[src/rtl/color_matrix.sv]
// ============================================================================
// Module   : color_matrix
// Brief    : Streaming 3x3 colour-matrix converter (bypass/gray/matrix/invert),
//            3-cycle latency, double-buffered coefficients committed at frame
//            start. Optional macro COLOR_MATRIX_OFFSET_EN adds per-channel offsets.
// Revision : 1.0
// ============================================================================
`default_nettype none

module color_matrix #(
    parameter int DATA_W = 8,
    parameter int COEF_W = 10,
    parameter int FRAC   = 8,
    parameter int POS_W  = 12
) (
    input  logic              CLK,
    input  logic              RST,
    input  logic [POS_W-1:0]  POSX,
    input  logic [POS_W-1:0]  POSY,
    input  logic              READY,
    output logic              RDEN,
    input  logic [DATA_W-1:0] IN_R,
    input  logic [DATA_W-1:0] IN_G,
    input  logic [DATA_W-1:0] IN_B,
    input  logic [1:0]        MODE,
    input  logic              CFG_WE,
    input  logic [3:0]        CFG_ADDR,
    input  logic [COEF_W-1:0] CFG_WDATA,
    output logic              CFG_PENDING,
    output logic              WREN,
    output logic [DATA_W-1:0] OUT_R,
    output logic [DATA_W-1:0] OUT_G,
    output logic [DATA_W-1:0] OUT_B
);

    localparam int PW = DATA_W + COEF_W + 1;
    localparam int SW = PW + 2;

    localparam logic [1:0] c_MODE_BYP  = 2'd0;
    localparam logic [1:0] c_MODE_GRAY = 2'd1;
    localparam logic [1:0] c_MODE_MAT  = 2'd2;
    localparam logic [1:0] c_MODE_INV  = 2'd3;

    localparam logic signed [COEF_W-1:0] c_ONE  = COEF_W'(1 << FRAC);
    localparam logic signed [COEF_W-1:0] c_GR   = COEF_W'(77 << (FRAC - 8));
    localparam logic signed [COEF_W-1:0] c_GG   = COEF_W'(150 << (FRAC - 8));
    localparam logic signed [COEF_W-1:0] c_GB   = COEF_W'(29 << (FRAC - 8));
    localparam logic signed [SW-1:0]     c_RND  = SW'(1 << (FRAC - 1));
    localparam logic signed [SW-1:0]     c_PMAX = SW'((1 << DATA_W) - 1);

    function automatic logic signed [COEF_W-1:0] f_ident(input int k);
        return (k == 0 || k == 4 || k == 8) ? c_ONE : '0;
    endfunction

    function automatic logic [DATA_W-1:0] f_clamp(input logic signed [SW-1:0] s);
        logic signed [SW-1:0] sh;
        sh = s >>> FRAC;
        if (sh < 0)
            return '0;
        else if (sh > c_PMAX)
            return '1;
        else
            return sh[DATA_W-1:0];
    endfunction

    logic signed [COEF_W-1:0] r_sh_coef  [9];
    logic signed [COEF_W-1:0] r_act_coef [9];
    logic                     r_pending;
    logic [1:0]               r_mode;

    logic        w_fs;
    logic        w_swap;
    logic        w_commit;
    logic [1:0]  w_mode_eff;

    assign RDEN        = READY;
    assign CFG_PENDING = r_pending;
    assign w_fs        = READY && (POSX == '0) && (POSY == '0);
    assign w_swap      = w_fs && r_pending;
    assign w_commit    = CFG_WE && (CFG_ADDR == 4'd15);
    assign w_mode_eff  = w_fs ? MODE : r_mode;

    // Shadow/active register set; the swap reads shadow before any same-cycle write.
    always_ff @(posedge CLK or posedge RST) begin
        if (RST) begin
            for (int k = 0; k < 9; k++) begin
                r_sh_coef[k]  <= f_ident(k);
                r_act_coef[k] <= f_ident(k);
            end
            r_pending <= 1'b0;
            r_mode    <= c_MODE_BYP;
        end else begin
            for (int k = 0; k < 9; k++) begin
                if (CFG_WE && CFG_ADDR == 4'(k))
                    r_sh_coef[k] <= CFG_WDATA;
                if (w_swap)
                    r_act_coef[k] <= r_sh_coef[k];
            end
            if (w_fs)
                r_mode <= MODE;
            if (w_commit)
                r_pending <= 1'b1;
            else if (w_swap)
                r_pending <= 1'b0;
        end
    end

`ifdef COLOR_MATRIX_OFFSET_EN
    logic signed [COEF_W-1:0] r_sh_off  [3];
    logic signed [COEF_W-1:0] r_act_off [3];
    logic signed [COEF_W-1:0] w_off     [3];
    logic signed [COEF_W-1:0] r_off1    [3];

    always_ff @(posedge CLK or posedge RST) begin
        if (RST) begin
            for (int c = 0; c < 3; c++) begin
                r_sh_off[c]  <= '0;
                r_act_off[c] <= '0;
            end
        end else begin
            for (int c = 0; c < 3; c++) begin
                if (CFG_WE && CFG_ADDR == 4'(9 + c))
                    r_sh_off[c] <= CFG_WDATA;
                if (w_swap)
                    r_act_off[c] <= r_sh_off[c];
            end
        end
    end

    always_comb begin
        for (int c = 0; c < 3; c++) begin
            w_off[c] = '0;
            if (w_mode_eff == c_MODE_MAT)
                w_off[c] = w_swap ? r_sh_off[c] : r_act_off[c];
        end
    end
`endif

    logic signed [COEF_W-1:0] w_coef [9];
    logic signed [PW-1:0]     w_px   [3];
    logic signed [PW-1:0]     w_prod [9];

    // Invert is done on the inputs so it shares the identity datapath.
    always_comb begin
        w_px[0] = PW'({1'b0, (w_mode_eff == c_MODE_INV) ? ~IN_R : IN_R});
        w_px[1] = PW'({1'b0, (w_mode_eff == c_MODE_INV) ? ~IN_G : IN_G});
        w_px[2] = PW'({1'b0, (w_mode_eff == c_MODE_INV) ? ~IN_B : IN_B});
        for (int k = 0; k < 9; k++) begin
            w_coef[k] = f_ident(k);
            case (w_mode_eff)
                c_MODE_GRAY: w_coef[k] = (k % 3 == 0) ? c_GR : ((k % 3 == 1) ? c_GG : c_GB);
                c_MODE_MAT:  w_coef[k] = w_swap ? r_sh_coef[k] : r_act_coef[k];
                default:     w_coef[k] = f_ident(k);
            endcase
            w_prod[k] = w_px[k % 3] * PW'(w_coef[k]);
        end
    end

    logic signed [PW-1:0]     r_prod [9];
    logic signed [SW-1:0]     r_sum  [3];
    logic [DATA_W-1:0]        r_out  [3];
    logic [2:0]               r_vld;

    always_ff @(posedge CLK or posedge RST) begin
        if (RST) begin
            for (int k = 0; k < 9; k++)
                r_prod[k] <= '0;
            for (int c = 0; c < 3; c++) begin
                r_sum[c] <= '0;
                r_out[c] <= '0;
            end
            r_vld <= '0;
        end else begin
            r_vld <= {r_vld[1:0], READY};
            for (int k = 0; k < 9; k++)
                r_prod[k] <= w_prod[k];
            for (int c = 0; c < 3; c++) begin
`ifdef COLOR_MATRIX_OFFSET_EN
                r_sum[c] <= SW'(r_prod[3*c]) + SW'(r_prod[3*c+1]) + SW'(r_prod[3*c+2])
                          + (SW'(r_off1[c]) <<< FRAC) + c_RND;
`else
                r_sum[c] <= SW'(r_prod[3*c]) + SW'(r_prod[3*c+1]) + SW'(r_prod[3*c+2])
                          + c_RND;
`endif
                if (r_vld[1])
                    r_out[c] <= f_clamp(r_sum[c]);
            end
        end
    end

`ifdef COLOR_MATRIX_OFFSET_EN
    always_ff @(posedge CLK or posedge RST) begin
        if (RST) begin
            for (int c = 0; c < 3; c++)
                r_off1[c] <= '0;
        end else begin
            for (int c = 0; c < 3; c++)
                r_off1[c] <= w_off[c];
        end
    end
`endif

    assign WREN  = r_vld[2];
    assign OUT_R = r_out[0];
    assign OUT_G = r_out[1];
    assign OUT_B = r_out[2];

endmodule

`default_nettype wire

[config.mk]
export PLATFORM = sky130hd
export DESIGN_NAME = color_matrix
export DESIGN_NICKNAME = d
export VERILOG_FILES = /design/src/rtl/color_matrix.sv
export SDC_FILE = /design/constraint.sdc
export NUM_CORES = 2
export LEC_CHECK = 0
export ABC_AREA = 1
export CORE_MARGIN = 2
export CORE_UTILIZATION = 25
export CTS_CLUSTER_DIAMETER = 200
export DETAILED_ROUTE_END_ITERATION = 10
export GPL_TIMING_DRIVEN = 0
export PLACE_DENSITY = 0.39
export REMOVE_ABC_BUFFERS = 1
export SYNTH_ARGS = -nofsm -noshare
export SYNTH_HDL_FRONTEND = slang
export SYNTH_SLANG_ARGS = --single-unit
[constraint.sdc]
create_clock -name CLK -period 20.6 [get_ports CLK]
set_input_delay 4.12 -clock CLK [delete_from_list [all_inputs] [get_ports CLK]]
set_output_delay 4.12 -clock CLK [all_outputs]
set_load 0.02 [all_outputs]
# --- After elaboration in Yosys (flattened, before gate mapping) ---
# Index checks and enable logic that the tools add are counted.
word_totals:
  reg_bits: 444
  input_bits: 68
  out_inout_bits: 27
  word_cells: 122
classes:
  addsub: 9
  mul: 9
  magnitude_cmp: 6
  n_eq_ne: 12
  mux: 30
  bitwise: 3
  n_reduce_logical: 17
op_table:
  columns: ["op", "count"]
  rows:
  - ["case mux 10 bit (2 select lines)", 9]
  - ["multiplier 9 x 10 -> 19 bit", 9]
  - ["2-to-1 mux 10 bit", 9]
  - ["2-to-1 mux 8 bit", 9]
  - ["adder 20 x 19 -> 21 bit", 3]
  - ["adder 21 x 9 -> 21 bit (second input constant)", 3]
  - ["adder 19 x 19 -> 20 bit", 3]
  - ["greater-than comparator 13 x 9 -> 1 bit (second input constant)", 3]
  - ["< comparator 13 x 1 -> 1 bit (second input constant)", 3]
  - ["logical NOT 12 bit", 2]
  - ["NOT 8 bit", 3]
  - ["== test 4 x 3 -> 1 bit (second input constant)", 4]
  - ["logical AND 1 bit", 13]
  - ["== test 4 x 2 -> 1 bit (second input constant)", 2]
  - ["== test 4 bit (second input constant)", 2]
  - ["== test 2 bit (second input constant)", 2]
  - ["== test 4 x 1 -> 1 bit (second input constant)", 1]
  - ["logical NOT 4 bit", 1]
  - ["== test 2 x 1 -> 1 bit (second input constant)", 1]
  - ["2-to-1 mux 1 bit", 2]
  - ["2-to-1 mux 2 bit", 1]
  - ["nonzero test 2 bit", 1]

# --- Logic depth before layout (Yosys ltp) ---
depth:
  word_depth: 7
  mapped_depth: 34
  ltp_nobuf: 31

# --- Worst setup path before layout ---
# OpenSTA, ideal clock, no wires.
synth_timing:
  kind: "input to register"
  from: "input port POSX[2]"
  to: "register r_prod[56] (netlist name)"
  setup_time_ns: 0.118
  t_arrival_ns: 9.350
  slack_ns: 11.133
  stages: 29
  cell_sequence: "nor2_1 nand2_1 nor3_1 and2_1 nand2_1 o21ai_0 inv_1 ha_1 buf_4 buf_8 xor2_1 clkbuf_1 nand3_1 fa_1 fa_1 inv_1 fa_1 inv_1 fa_1 inv_1 ha_1 nand2_1 inv_1 a21oi_1 nor2_1 nor3_1 nand2_1 nand2_1 nand2_1"
synth_rtl:
  columns: ["element", "line", "rtl"]
  rows:
  - ["start: declaration", "18", "input logic [POS_W-1:0] POSX,"]
  - ["end signal: indexed assignment", "176", "r_prod[k] <= w_prod[k];"]
  - ["end: declaration", "159", "logic signed [PW-1:0] r_prod [9];"]

==> run summary <==
Synth async-reset ratio -> 100%
I/O pin count -> 95
largest net degree at the start of global routing -> 105
final setup violation count -> 0
drt wl/cell -> 17.4 µm
number of global-route vias before repair -> 38400
DR vias/cell -> 4.34
PD cells -> 92.1 nW/µm²
Fmax -> 83.8 MHz
Synth area leaders -> fa_1, dfrtp_1, ha_1, inv_1, nand2_1
Die Y -> 443 µm
max-slew violation count -> 0
Initial DRC Count -> 1671
area delta synth->final -> 13.9%
cells after synthesis -> 5691
FP Rows -> 161
IO Port Bufs -> 94
Setup CP Type -> input pin to flip-flop
hold buffers post-CTS -> 0
peak per-stage delay on the critical path -> 0.87 ns
YS warnings -> 0
via count -> 36000
Critical Path End Type -> flip-flop
Clk pin slew, worst setup/hold paths -> 0.06 ns
Setup Buffers After CTS -> 0
Final Hold Viols -> 0
Worst Setup Slack, final -> 8.67 ns
final worst path period need -> 11.93 ns
CP dominant cell by count -> inv_1
ys flop type -> dfrtp_1
CP max stage cell -> ha_1
share of the synthesized area in the top cell type -> 26.9%
CTS Buf Count -> 60
Placement Setup Slack -> 7.89 ns
Clk Latency, worst-skew pair -> 0.69 ns
number of flops mapped to enable cells by yosys -> 0
final hold slack -> 0.356 ns
leakage power -> 28.5 nW
area leader, netlist -> fa_1
Post-route DRC -> 0
clock sink count -> 420
Clock Path Buffers -> 3
VDD IR max -> 78.8 µV
syn_area_per_cell -> 8.47 µm²
Final period util -> 57.9%
CP startpoint kind -> input pin
synthesized area -> 48200 µm²
setup_tns -> 0 ns
Initial Utilization -> 25.1%
sequential share of the synthesized area -> 21.8%
GRT Util Overall -> 15.0%
detailed placement HPWL -> 117000 µm
unrepaired setup endpoints after global routing -> false
placed cell area -> 52700 µm²
crit path max fanout -> 45
Placer Congestion -> 0.848
Fillers -> 20900
CTS Root Cell -> clkbuf_16
die width -> 443 µm
die area -> 196000 µm²
H-tree levels -> 2
grt ovf -> 0
final antenna-violating net count -> 0
Post-CTS Resized -> 0
Max Clock Skew -> 0.0571 ns
Worst-Margin Slew -> 1.27 ns
Tot Pwr -> 5.06 mW
cell count after placement -> 8193
Final Util -> 28.6%
Data required, critical path -> 21.05 ns
Core ar. -> 192000 µm²
Post-Route WL -> 145000 µm
DR pass1 iterations -> 5
Seq cells post-synth -> 420
Final Cell Area -> 54900 µm²
Hold/Removal Path Class -> flip-flop to flip-flop
layout cells sized above 1 -> 5.35%
CP delay by family, top -> adder cells
first-pass GRT wire length -> 229000 µm
run status -> completed
max cap viols -> 0
Final #Nets -> 6899
crit path buf inv count -> 11
Netlist cell types -> 39
relative max-transition margin -> 15.2%
CTS tree -> done
CP arrival -> 12.38 ns
Final Non-Filler Cells -> 8310
antenna violations before repair -> 12
==> worst reg2reg max path, stage by stage, from the launching register on <==
cell	delay, ns
dfrtp_1	0.35
inv_1	0.04
o21ai_0	0.23
inv_1	0.13
ha_1	0.87
inv_1	0.22
nor2_4	0.41
buf_12	0.26
buf_12	0.23
buf_12	0.24
buf_12	0.25
nand3_1	0.23
fa_1	0.79
inv_1	0.10
fa_1	0.47
fa_1	0.54
inv_1	0.05
fa_1	0.47
inv_1	0.04
ha_1	0.38
nand2_1	0.11
nor2_1	0.15
nand3_1	0.10
nand3_1	0.12
xor2_1	0.76
==> final timing paths <==
check,startpoint,endpoint,slack (ns),cells after the start
setup / recovery,READY,r_prod[111],8.67,29
hold reg to reg,r_vld[0],r_vld[1],0.36,0
max in group asynchronous,RST,r_sh_coef[29],15.32,4
hold / removal,r_vld[0],r_vld[1],0.36,0
min in group asynchronous,RST,OUT_G[5],3.91,2
setup reg to reg,r_mode[0],r_prod[111],12.86,24
==> final cells by class <==
type | count | area [µm²] | area share (%)
multi-input cells | 3853 | 32500 | 59.1
flip-flops and latches | 420 | 10500 | 19.2
inverters | 1259 | 4730 | 8.62
well taps | 2526 | 3160 | 5.76
repair buffers | 136 | 1870 | 3.40
clock buffers | 74 | 1680 | 3.05
clock inverters | 37 | 488 | 0.889
diodes | 5 | 12.5 | 0.0228
==> kinds of logic (layout without fill, tap and decap cells) <==
family / after synthesis / in the layout / synth area share, %
other cells: 0 / 5 / 0
compound gates: 612 / 612 / 6.77
xor+xnor: 186 / 186 / 3.58
simple gates: 1954 / 1954 / 17.8
flops: 420 / 420 / 21.8
buf+inv: 1418 / 1506 / 11.4
fa+ha+maj: 1101 / 1101 / 38.7
==> synthesized netlist by cell type (3+ instances only) <==
master,count
inv_1,1245
nand2_1,958
fa_1,648
ha_1,453
nand3_1,422
dfrtp_1,414
nor2_1,355
a21oi_1,351
o21ai_0,173
xor2_1,92
clkbuf_1,81
xnor2_1,81
nand2_2,60
buf_2,54
nand3_2,49
and2_1,40
nor3_1,31
o21bai_1,31
a21o_1,20
nand4_1,19
a31oi_1,18
xnor2_2,13
buf_4,11
a21boi_0,10
inv_2,9
nand3b_1,9
buf_1,6
buf_6,6
dfstp_2,6
clkinv_1,5
nor2_2,4
o21a_1,4
nor4_1,3
o211ai_1,3
or4_1,3
==> power breakdown <==
| part | total [mW] | internal [mW] | switching [mW] |
|---|---|---|---|
| Clock | 1.13 | 0.693 | 0.435 |
| Combinational | 2.78 | 0.998 | 1.79 |
| Sequential | 1.15 | 1.03 | 0.115 |
==> registers in the layout, summed over array words and instances (netlist names) <==
register	flops
r_vld	3
r_prod	171
OUT_G	8
r_act_coef	90
r_mode	2
r_sh_coef	90
r_sum	39
OUT_B	8
OUT_R	8
CFG_PENDING	1
==> metal layers <==
metal	global-route usage, %	part of all wire [%]	up-vias
met4	2.83	1.8	6
met3	1.72	3.5	127
met2	25.7	48	457
met1	20.4	46	17900
met5	0	0.024	-
li1	-	-	17600
==> layout by cell type, fill, tap and decap left out, types with 8 or more instances in the layout <==
master           instances
and2_1                  40
nand4_1                 19
bufinv_16                9
inv_2                    9
a21oi_1                351
nand2_1                957
clkdlybuf4s50_1         94
a31oi_1                 18
nand3b_1                 9
inv_1                 1244
o21ai_0                173
buf_16                  19
xnor2_4                  9
ha_1                   452
xnor2_2                 12
xor2_1                  89
buf_12                  14
xnor2_1                 73
clkbuf_16               62
clkbuf_8                 8
nor2_1                 354
dfrtp_1                413
fa_1                   648
o21bai_1                31
clkinv_2                 8
nand3_2                 49
a21boi_0                10
nor3_1                  31
a21o_1                  20
nand2_2                 60
nand3_1                422
(Power assumes the default switching activity.)
